## config.mk

```make
export PLATFORM = sky130hd
export DESIGN_NAME = extender_flat
export DESIGN_NICKNAME = d
export VERILOG_FILES = /design/src/rtl/extender_if.sv /design/src/rtl/extender.sv /design/src/flat_wrapper.sv
export SDC_FILE = /design/constraint.sdc
export NUM_CORES = 1
export LEC_CHECK = 0
export CAP_MARGIN = 20
export CORE_MARGIN = 3
export CORE_UTILIZATION = 25
export CTS_BUF_LIST = sky130_fd_sc_hd__clkbuf_2
export DETAILED_ROUTE_END_ITERATION = 8
export PLACE_DENSITY = 0.77
export SLEW_MARGIN = 30
export SYNTH_ARGS = -nofsm -noshare
export SYNTH_HDL_FRONTEND = slang
export SYNTH_SLANG_ARGS = --single-unit
```

## constraint.sdc

```tcl
create_clock -name clk -period 1.1 [get_ports clk]
set_input_delay 0.165 -clock clk [delete_from_list [all_inputs] [get_ports clk]]
set_output_delay 0.165 -clock clk [all_outputs]
set_load 0.005 [all_outputs]
```

## src/rtl/extender_if.sv

```systemverilog
// extender_if -- groups the extender's data signals into one bundle.
//
// Signals:
//   Imm16      [15:0]  immediate field to be extended
//   ExtRes             extension mode (0 = zero-extend, 1 = sign-extend)
//   ExtResult  [31:0]  extended immediate, combinational
//   ExtResultQ [31:0]  registered copy of ExtResult
//   ExtNeg             registered flag, 1 when ExtResultQ is negative
//
// The master drives the immediate and the mode and observes the results.
// The slave is the extender itself.
interface extender_if;
  logic [15:0] Imm16;
  logic        ExtRes;
  logic [31:0] ExtResult;
  logic [31:0] ExtResultQ;
  logic        ExtNeg;

  modport master (
    output Imm16,
    output ExtRes,
    input  ExtResult,
    input  ExtResultQ,
    input  ExtNeg
  );

  modport slave (
    input  Imm16,
    input  ExtRes,
    output ExtResult,
    output ExtResultQ,
    output ExtNeg
  );
endinterface

```

## src/rtl/extender.sv

```systemverilog
// extender -- widens a 16-bit immediate to 32 bits.
//
// Ports:
//   clk    in   single clock, registered outputs update on its rising edge
//   reset  in   synchronous, active-high; clears ExtResultQ and ExtNeg only
//   bus    slave modport of extender_if:
//            Imm16, ExtRes in; ExtResult (combinational), ExtResultQ and
//            ExtNeg (registered, one-cycle latency) out
//
// ExtResult never depends on clk or reset; it follows its inputs even while
// reset is held.
module extender (
  input  logic           clk,
  input  logic           reset,
  extender_if.slave      bus
);

  logic [31:0] extResult_s;
  logic [31:0] extResultQ_r;
  logic        extNeg_r;

  // Upper half is either all zeros or 16 copies of the immediate's sign bit.
  function automatic logic [31:0] extendImm(input logic [15:0] imm,
                                            input logic        signMode);
    logic [15:0] upper;
    if (signMode) begin
      upper = {16{imm[15]}};
    end else begin
      upper = 16'h0000;
    end
    return {upper, imm};
  endfunction

  // Combinational extension of the current immediate.
  always_comb begin
    extResult_s = extendImm(bus.Imm16, bus.ExtRes);
  end

  // Registered copy of the result and its sign flag; reset wins over the load.
  always_ff @(posedge clk) begin
    if (reset) begin
      extResultQ_r <= 32'h0000_0000;
      extNeg_r     <= 1'b0;
    end else begin
      extResultQ_r <= extResult_s;
      extNeg_r     <= extResult_s[31];
    end
  end

  assign bus.ExtResult  = extResult_s;
  assign bus.ExtResultQ = extResultQ_r;
  assign bus.ExtNeg     = extNeg_r;

endmodule

```

## src/flat_wrapper.sv

```systemverilog
// flat-port wrapper written by rule: the top's interface ports become plain ports
module extender_flat 
  (clk, reset, bus_Imm16, bus_ExtRes, bus_ExtResult, bus_ExtResultQ, bus_ExtNeg);
  extender_if bus_i ();
  input  logic clk;
  input  logic reset;
  input wire logic [$bits(bus_i.Imm16)-1:0] bus_Imm16;
  input wire logic [$bits(bus_i.ExtRes)-1:0] bus_ExtRes;
  output wire logic [$bits(bus_i.ExtResult)-1:0] bus_ExtResult;
  output wire logic [$bits(bus_i.ExtResultQ)-1:0] bus_ExtResultQ;
  output wire logic [$bits(bus_i.ExtNeg)-1:0] bus_ExtNeg;
  assign bus_i.Imm16 = bus_Imm16;
  assign bus_i.ExtRes = bus_ExtRes;
  assign bus_ExtResult = bus_i.ExtResult;
  assign bus_ExtResultQ = bus_i.ExtResultQ;
  assign bus_ExtNeg = bus_i.ExtNeg;
  extender u_core (.clk(clk), .reset(reset), .bus(bus_i));
endmodule
```

==> results of run 1 <==
==> critical path, delay by kind of cell (launching register included) <==
| family | cells | cell delay [ns] |
|---|---|---|
| buffers and inverters | 3 | 0.37 |
| flip-flops | 1 | 0.42 |
==> path summary, 6_finish.rpt <==
kind	depth (start not counted)	slack, ns	end
max	3	-0.15	bus_ExtResultQ[28]
min	2	0.29	u_core.bus.ExtResultQ[30]
==> cells by family (layout without fill, tap and decap cells) <==
family,count (synthesis),in the layout,synth area share
and+or+nand+nor,18,18,0.1572
buffers and inverters,48,100,0.4356
DFF,17,17,0.4072
==> power groups by stage <==
stage	clock, uW	combinational, uW	sequential, uW
4_1_cts	302	368	659
3_5_place_dp	0	387	671
5_1_grt	341	406	667
2_1_floorplan	0	164	679
6_report	280	378	662
3_3_place_gp	0	381	670
==> area by class of cell <==
class / instances / share of cell area
repair buffers: 96 / 0.6398
flip-flops and latches: 17 / 0.2252
clock buffers: 3 / 0.009585
multi-input cells: 18 / 0.08546
clock inverters: 1 / 0.004792
well taps: 44 / 0.03514
==> metal layers <==
metal  up-vias  global-route usage  wire [um]
li1        312                   -          -
met1       287             0.09989        748
met2        41              0.2026       1332
met3         0             0.04569        206
met4         0             0.02426          0
met5         -                   0          0
==> per-stage QoR <==
step	std cells	setup WS, ns	hold WS [ns]	cell area [um2]	total power, uW
after floorplan	83	0.1889	0.2932	835.8	843.6
after global placement	168	-0.4781	0.7643	1415	1052
after detailed placement	168	-0.5334	0.7612	1415	1059
after CTS	179	-0.1665	0.2673	1523	1329
after global routing	179	-0.2268	0.2750	1567	1415
final	179	-0.1455	0.2852	1567	1320
==> Yosys cell counts <==
master	n	area [um2]
and2_1	1	6.260
and2b_2	6	52.55
and3b_2	1	10.01
buf_4	47	352.8
buf_6	1	11.26
dfxtp_1	17	340.3
nor2b_1	10	62.56
==> timing repair <==
action	in CTS	in global routing
pin swaps	1	0
resized for setup	165	24
hold buffers	0	0
setup endpoints to repair	65	32
gates cloned	3	0
buffers inserted	4	0
==> summary.md, run 1 <==
| Metric | Value |
|---|---|
| Status | complete, but fails checks |
| Failing checks | negative setup slack |
| Synth Warn # | 0 |
| Element type at the critical path end | output pin |
| Grt ovf | 0 |
| Top cell by count, worst path | buf_6 |
| DRT Pass-1 Iters | 3 |
| H-Tree Depth | 1 |
| Syn Nets | 102 |
| Crit path time final | between 1 and 1.5 ns |
| Fillers | 296 |
| Cell variety after synth | 7 |
| Via/cell ratio | 3.575 |
| Worst min-delay path category | in2reg |
| Cell Area, Synth | 835.8 um2 |
| Tcrit/Tclk final | 1.132 |
| Most frequent cells in the layout | clkdlybuf4s15_1 (28), buf_6 (24), dlygate4sd2_1 (19) |
| Crit-path max FO | 8 |
| Clk sinks | 17 |
| Maximum clock frequency | 802.9 MHz |
| Boundary Pins | 84 |
| Post-layout util | 0.5008 |
| Synth Area per Inst | around 10 um2 |
| Row Count | 20 |
| Final hold vios | 0 |
| Clk buf depth | 2 |
| Max VDD drop | 0.3580 mV |
| 1st-iter DRT viols | 12 |
| Max_cap viols | 0 |
| Gpl congestion | between 0.5 and 0.6 |
| Residual DRC | 0 |
| Clk network pwr share | 0.212 |
| Chip Width | roughly 64 um |
| I/O Buffers | 83 |
| Vias | 640 |
| Initial Utilization | 0.2672 |
| Area of the core | 0.003128 mm2 |
| Ant. Diodes | 0 |
| Startpoint type of the worst setup path | flip-flop |
| Gate power share | 0.286 |
| Leakage power total | 0.0007196 uW |
| Largest register FFs | 17 |
| Power Density | 842.4 mW/mm2 |
| CP Cell Sequence | buf_16, buf_6, buf_6 |
| Crit path largest cell delay | 0.42 ns |
| Critical path origin | u_core.bus.ExtResultQ[30] |
| Initial antenna violation count | 0 |
| Drt wl/cell | 12.77 um |
| Cts bufs inserted | 3 |
| Worst slew margin | 0.8039 |
| Nets | 155 |
| Sw Pwr | approximately 320 uW |
| CTS tree | built |
| Largest net degree at the start of global routing | 12 |
| Setup ws final | -0.1455 ns |
| Area delta synth->final | 87.42% |
| Clock-pin slew on the worst setup and hold paths | 0.17 ns |
| P_int | ~1000 uW |
| Slew Viols, Final | 0 |
| Unrepaired setup endpoints after global routing | yes |
| CP max stage cell | dfxtp_4 |
| Area of the multi-input gates | 133.9 um2 |
| Layout cells sized above 1 | 0.3926 |
| Total GRT Usage | 0.1049 |
| Hold path startpoint | bus_ExtRes |
| Root Buffer | clkbuf_2 |
| Seq pwr share | 0.502 |
| Worst EP arrival | roughly 1.1 ns |
| Dpl hpwl | 1619 um |
| Synth Instances | 83 |
| Synthesized flop and latch total | 17 |
| Die Height | 63.82 um |
| Die ar. | 0.004073 mm2 |
| Setup TNS | -0.8466 ns |
| Worst slew pin tran | 0.2932 ns |
| Commonest non-fill, non-tap cell in the layout | clkdlybuf4s15_1 |
| CP Class | reg2out |
| Switching part of the total power | 0.2449 |
| Sequential cell area | 352.8 um2 |
| Setup Viol. Count Final | 17 |
| Critical Path RT | 0.94 ns |
| First-pass GRT wire length | between 3000 and 4000 um |
| Routed WL | 2286 um |
| DRT antenna net count | 0 |
| Seq/Total Area, Yosys | 0.4072 |
| Number of global-route vias before repair | 647 |
(Power assumes the default switching activity.)
==> run 2: changes to the inputs <==
--- a/config.mk
+++ b/config.mk
@@ -6,6 +6,7 @@
 export NUM_CORES = 1
 export LEC_CHECK = 0
 export CAP_MARGIN = 20
+export CORE_ASPECT_RATIO = 2
 export CORE_MARGIN = 3
 export CORE_UTILIZATION = 25
 export CTS_BUF_LIST = sky130_fd_sc_hd__clkbuf_2
==> run 2 against run 1 <==
- the run still ends with negative setup slack left
- core utilization fell by 3.4 points
- critical endpoint is now bus_ExtResultQ[21]
- critical path depth did not move
- setup slack improved by 0.017 ns
- first-iteration DRC count fell by 92%
- count of clock-buffer cells in the layout rose by 1
==> summary.md, run 2 (synthesis results as in run 1) <==
| Metric | Value |
|---|---|
| Cts bufs inserted | 3 |
| Crit-path max FO | 4 |
| Row Count | 29 |
| First-pass GRT wire length | 2946 um |
| Power Density | 873.8 mW/mm2 |
| Largest net degree at the start of global routing | 11 |
| Gpl congestion | 0.6427 |
| Post-layout util | 0.4671 |
| Area delta synth->final | 78.44% |
| Fillers | 309 |
| Failing checks | negative setup slack |
| Number of global-route vias before repair | about 700 |
| DRT Pass-1 Iters | 2 |
| Initial Utilization | 0.2618 |
| Total design power | 1303 uW |
| H-Tree Depth | 1 |
| Grt ovf | 0 |
| Die Height | between 80 and 90 um |
| Worst min-delay path category | in2reg |
| Sequential cell area | 349.1 um2 |
| Setup Viol. Count Final | 17 |
| Nets | between 150 and 200 |
| Setup ws final | -0.1288 ns |
| Most frequent cells in the layout | dlygate4sd2_1 (29), buf_6 (19), clkdlybuf4s50_1 (17) |
| Clock-pin slew on the worst setup and hold paths | around 0.15 ns |
| CP Class | reg2out |
| Residual DRC | 0 |
| Largest register FFs | 17 |
| Slew Viols, Final | 0 |
| Element type at the critical path end | output pin |
| Initial antenna violation count | 0 |
| 1st-iter DRT viols | 1 |
| Crit path time final | 1.229 ns |
| Via/cell ratio | 4.127 |
| Max_cap viols | 0 |
| Root Buffer | clkbuf_2 |
| Clk buf depth | 2 |
| Worst Hold Slack | 0.2434 ns |
| Clk sinks | 17 |
| Drt wl/cell | 13.49 um |
| Tcrit/Tclk final | 1.117 |
| Commonest non-fill, non-tap cell in the layout | dlygate4sd2_1 |
| Max VDD drop | 0.4024 mV |
| Die ar. | 0.004115 mm2 |
| Area of the multi-input gates | 133.9 um2 |
| Worst slew margin | 0.8998 |
| Vias | 685 |
| Routed WL | between 2000 and 2500 um |
| DRT antenna net count | 0 |
| Post-Place Cells | 157 |
| Worst slew pin tran | 0.1502 ns |
| Total GRT Usage | 0.09883 |
| Leakage power total | 0.0007456 uW |
| Unrepaired setup endpoints after global routing | yes |
| Filler-free cell count of the finished design | 166 |
| Status | complete, but fails checks |
| Layout cells sized above 1 | 0.4296 |
| Setup Slack @ Placement | -0.5791 ns |
| Critical Path RT | 0.94 ns |
| Boundary Pins | 84 |
| CTS tree | built |
| I/O Buffers | 83 |
| Startpoint type of the worst setup path | flip-flop |
| Chip Width | 46.89 um |
| Area of the core | 0.003193 mm2 |
| Ant. Diodes | 0 |
| Final hold vios | 0 |
| Maximum clock frequency | 813.8 MHz |
| Worst EP arrival | between 1 and 1.5 ns |
[run 2: cell count changes in the layout (fill, tap and decap cells not counted), sizes merged]
cell | previous run | this run
clkdlybuf4s15 | 30 | 10
dlygate4sd2 | 19 | 29
clkdlybuf4s50 | 16 | 17
buf | 31 | 30
clkbuf | 3 | 14
clkinvlp | 1 | 0
[run 2: path summary, 6_finish.rpt]
check,start,end,slack (ns),cells past startpoint
worst min-delay path,bus_Imm16[15],u_core.bus.ExtResultQ[15],0.24,2
worst max-delay path,u_core.bus.ExtResultQ[30],bus_ExtResultQ[21],-0.13,3
[run 2: per-stage QoR]
stage	area (um2)	setup TNS, ns
4_1_cts	1498	-1.518
2_1_floorplan	835.8	0
6_report	1491	-0.9180
3_3_place_gp	1414	-12.19
5_1_grt	1491	-1.778
3_5_place_dp	1414	-13.15
[run 2: power breakdown]
part	total [uW]	switching [uW]	internal [uW]
combinational	366	114	252
sequential	661	12.3	649
clock	277	180	96.4
total	1300	306	997
[run 2: repair_timing]
| item | in CTS | in global routing |
|---|---|---|
| hold buffers | 0 | 0 |
| cloned | 2 | 0 |
| buffers inserted | 2 | 1 |
| pin swaps | 0 | 0 |
| gates resized for setup | 158 | 18 |
| setup endpoints to repair | 65 | 30 |
[run 2: cell type report]
class | count | share of cell area
clock buffers | 4 | 0.01342
multi-input cells | 18 | 0.08976
flip-flops and latches | 17 | 0.2341
repair buffers | 96 | 0.6367
well taps | 31 | 0.02601
[run 2: worst max-delay path, cell delays in order (launching register included)]
cell     delay (ns)
dfxtp_4        0.41
buf_16         0.14
buf_12         0.12
buf_6          0.11
[run 2: metal layers]
| layer | GRT usage | wire length (um) | up-vias |
|---|---|---|---|
| li1 | - | - | 309 |
| met1 | 0.07000 | 569 | 294 |
| met2 | 0.2082 | 1191 | 80 |
| met3 | 0.02881 | 467 | 2 |
| met4 | 0.03778 | 10 | 0 |
| met5 | 0 | 0 | - |
==> run 3: changes to the inputs <==
--- a/config.mk
+++ b/config.mk
@@ -11,7 +11,8 @@
 export CORE_UTILIZATION = 25
 export CTS_BUF_LIST = sky130_fd_sc_hd__clkbuf_2
 export DETAILED_ROUTE_END_ITERATION = 8
-export PLACE_DENSITY = 0.77
+export GPL_TIMING_DRIVEN = 0
+export PLACE_DENSITY = 0.71
 export SLEW_MARGIN = 30
 export SYNTH_ARGS = -nofsm -noshare
 export SYNTH_HDL_FRONTEND = slang
==> run 3 against run 2 <==
- the run still ends with negative setup slack left
- via count is 17% higher
- fmax decreased by 2.5%
- clock power up 1%
- core utilization is 7.7 points higher
- global-route usage rose by 0.55 points
- critical endpoint is now bus_ExtResultQ[30]
- largest cell class unchanged
- largest power group unchanged
==> summary.md, run 3 (synthesis results as in run 1) <==
| Metric | Value |
|---|---|
| Status | complete, but fails checks |
| Failing checks | negative setup slack |
| Sequential cell area | roughly 350 um2 |
| Worst EP arrival | 1.10 ns |
| Chip Width | 46.89 um |
| Die Height | just under 90 um |
| Area of the core | 0.003193 mm2 |
| Die ar. | 0.004115 mm2 |
| Cts bufs inserted | 3 |
| Total design power | 1372 uW |
| Max VDD drop | about 0.53 mV |
| Area delta synth->final | 107.9% |
| Row Count | 29 |
| Commonest non-fill, non-tap cell in the layout | buf_4 |
| Initial Utilization | 0.2618 |
| Number of global-route vias before repair | approximately 750 |
| Hold Crit Depth | 2 |
| Crit-path max FO | 5 |
| Slew Viols, Final | 0 |
| Worst slew margin | 0.8417 |
| Setup TNS | -1.706 ns |
| Largest net degree at the start of global routing | 11 |
| Ant. Diodes | 0 |
| Initial antenna violation count | 0 |
| Vias | 804 |
| Dpl hpwl | 1811 um |
| H-Tree Depth | 1 |
| Grt ovf | 0 |
| Critical Path RT | 0.94 ns |
| CP Cell Sequence | buf_6, buf_6, buf_6, buf_6 |
| First-pass GRT wire length | 3208 um |
| Max_cap viols | 0 |
| Clock-pin slew on the worst setup and hold paths | 0.16 ns |
| Gpl congestion | around 0.65 |
| Setup ws final | -0.1601 ns |
| Residual DRC | 0 |
| Hold endpoint | u_core.bus.ExtResultQ[7] |
| CP Class | reg2out |
| Total GRT Usage | 0.1043 |
| Hold path startpoint | bus_Imm16[7] |
| Root Buffer | clkbuf_2 |
| Startpoint type of the worst setup path | flip-flop |
| Worst Hold Slack | around 0.12 ns |
| Most frequent cells in the layout | buf_4 (52), dlygate4sd2_1 (46), buf_6 (23) |
| Area of the multi-input gates | 142.6 um2 |
| Drt wl/cell | 10.81 um |
| Post-DP Area | 0.001705 mm2 |
| Crit path time final | 1.260 ns |
| Crit path largest cell delay | ~0.38 ns |
| Filler-free cell count of the finished design | 210 |
| Largest register FFs | 17 |
| WP buf/inv | 4 |
| Element type at the critical path end | output pin |
| Tcrit/Tclk final | 1.146 |
| Leakage power total | just over 0.001 uW |
| Cell family with most CP delay | buffers and inverters |
| Nets | a little under 200 |
| Layout cells sized above 1 | 0.5754 |
| DRT Pass-1 Iters | 2 |
| CP max stage cell | dfxtp_4 |
| Clk sinks | 17 |
| Maximum clock frequency | between 700 and 800 MHz |
| Cts hold-fix bufs | 0 |
| Worst slew pin tran | 0.2367 ns |
| I/O Buffers | 83 |
| Boundary Pins | 84 |
| Via/cell ratio | 3.829 |
| Fillers | 303 |
| CTS tree | built |
| Routed WL | 2270 um |
| Post-route cell area | 0.001738 mm2 |
| Setup Viol. Count Final | 16 |
| Unrepaired setup endpoints after global routing | yes |
| Power Density | 789.4 mW/mm2 |
| Worst min-delay path category | in2reg |
| Top cell by count, worst path | buf_6 |
| Post-Place Cells | 197 |
| Final hold vios | 0 |
| 1st-iter DRT viols | 8 |
| DRT antenna net count | 0 |
| Clk buf depth | 2 |
run 3: how the worst max path moves through the flow:
| stage | startpoint | cells after the start | endpoint |
|---|---|---|---|
| floorplan | u_core.bus.ExtResultQ[30] | 1 | bus_ExtResultQ[16] |
| global placement | bus_Imm16[15] | 4 | bus_ExtResult[24] |
| detailed placement | bus_Imm16[15] | 4 | bus_ExtResult[22] |
| CTS | u_core.bus.ExtResultQ[30] | 4 | bus_ExtResultQ[26] |
| global route | u_core.bus.ExtResultQ[30] | 4 | bus_ExtResultQ[20] |
| finish | u_core.bus.ExtResultQ[30] | 4 | bus_ExtResultQ[30] |
run 3: area by class of cell:
class / count / share of cell area
buffer: 48 / 0.2268
multi-input combinational: 19 / 0.08207
tap: 31 / 0.02232
clock buffer: 4 / 0.01152
sequential: 17 / 0.2001
timing repair buffer: 91 / 0.4572
run 3: routing by layer:
metal / global-route usage / routed length [um] / vias to the layer above
met2: 0.1970 / 1092 / 74
met1: 0.09887 / 674 / 333
li1: - / - / 395
met5: 0 / 0 / -
met3: 0.03498 / 498 / 2
met4: 0.03023 / 4 / 0
run 3: per-stage QoR:
step	utilization	worst slack (ns)
finish	0.5443	-0.1601
global route	0.5443	-0.2134
CTS	0.5396	-0.2058
detailed placement	0.5341	-0.8724
global placement	0.5341	-0.8139
floorplan	-	0.1889
run 3: where the power goes:
part / switching (uW) / leakage, uW / total, uW / internal [uW]
Combinational: 130 / 0.000849 / 435 / 305
Sequential: 7.49 / 0.000143 / 655 / 648
Clock: 185 / 0.0000166 / 281 / 96.4
run 3: repair_timing:
action | in CTS | in global routing
resized for setup | 175 | 8
pin swaps | 2 | 0
endpoints found under the setup margin | 65 | 21
setup buffers | 9 | 0
gates cloned | 1 | 0
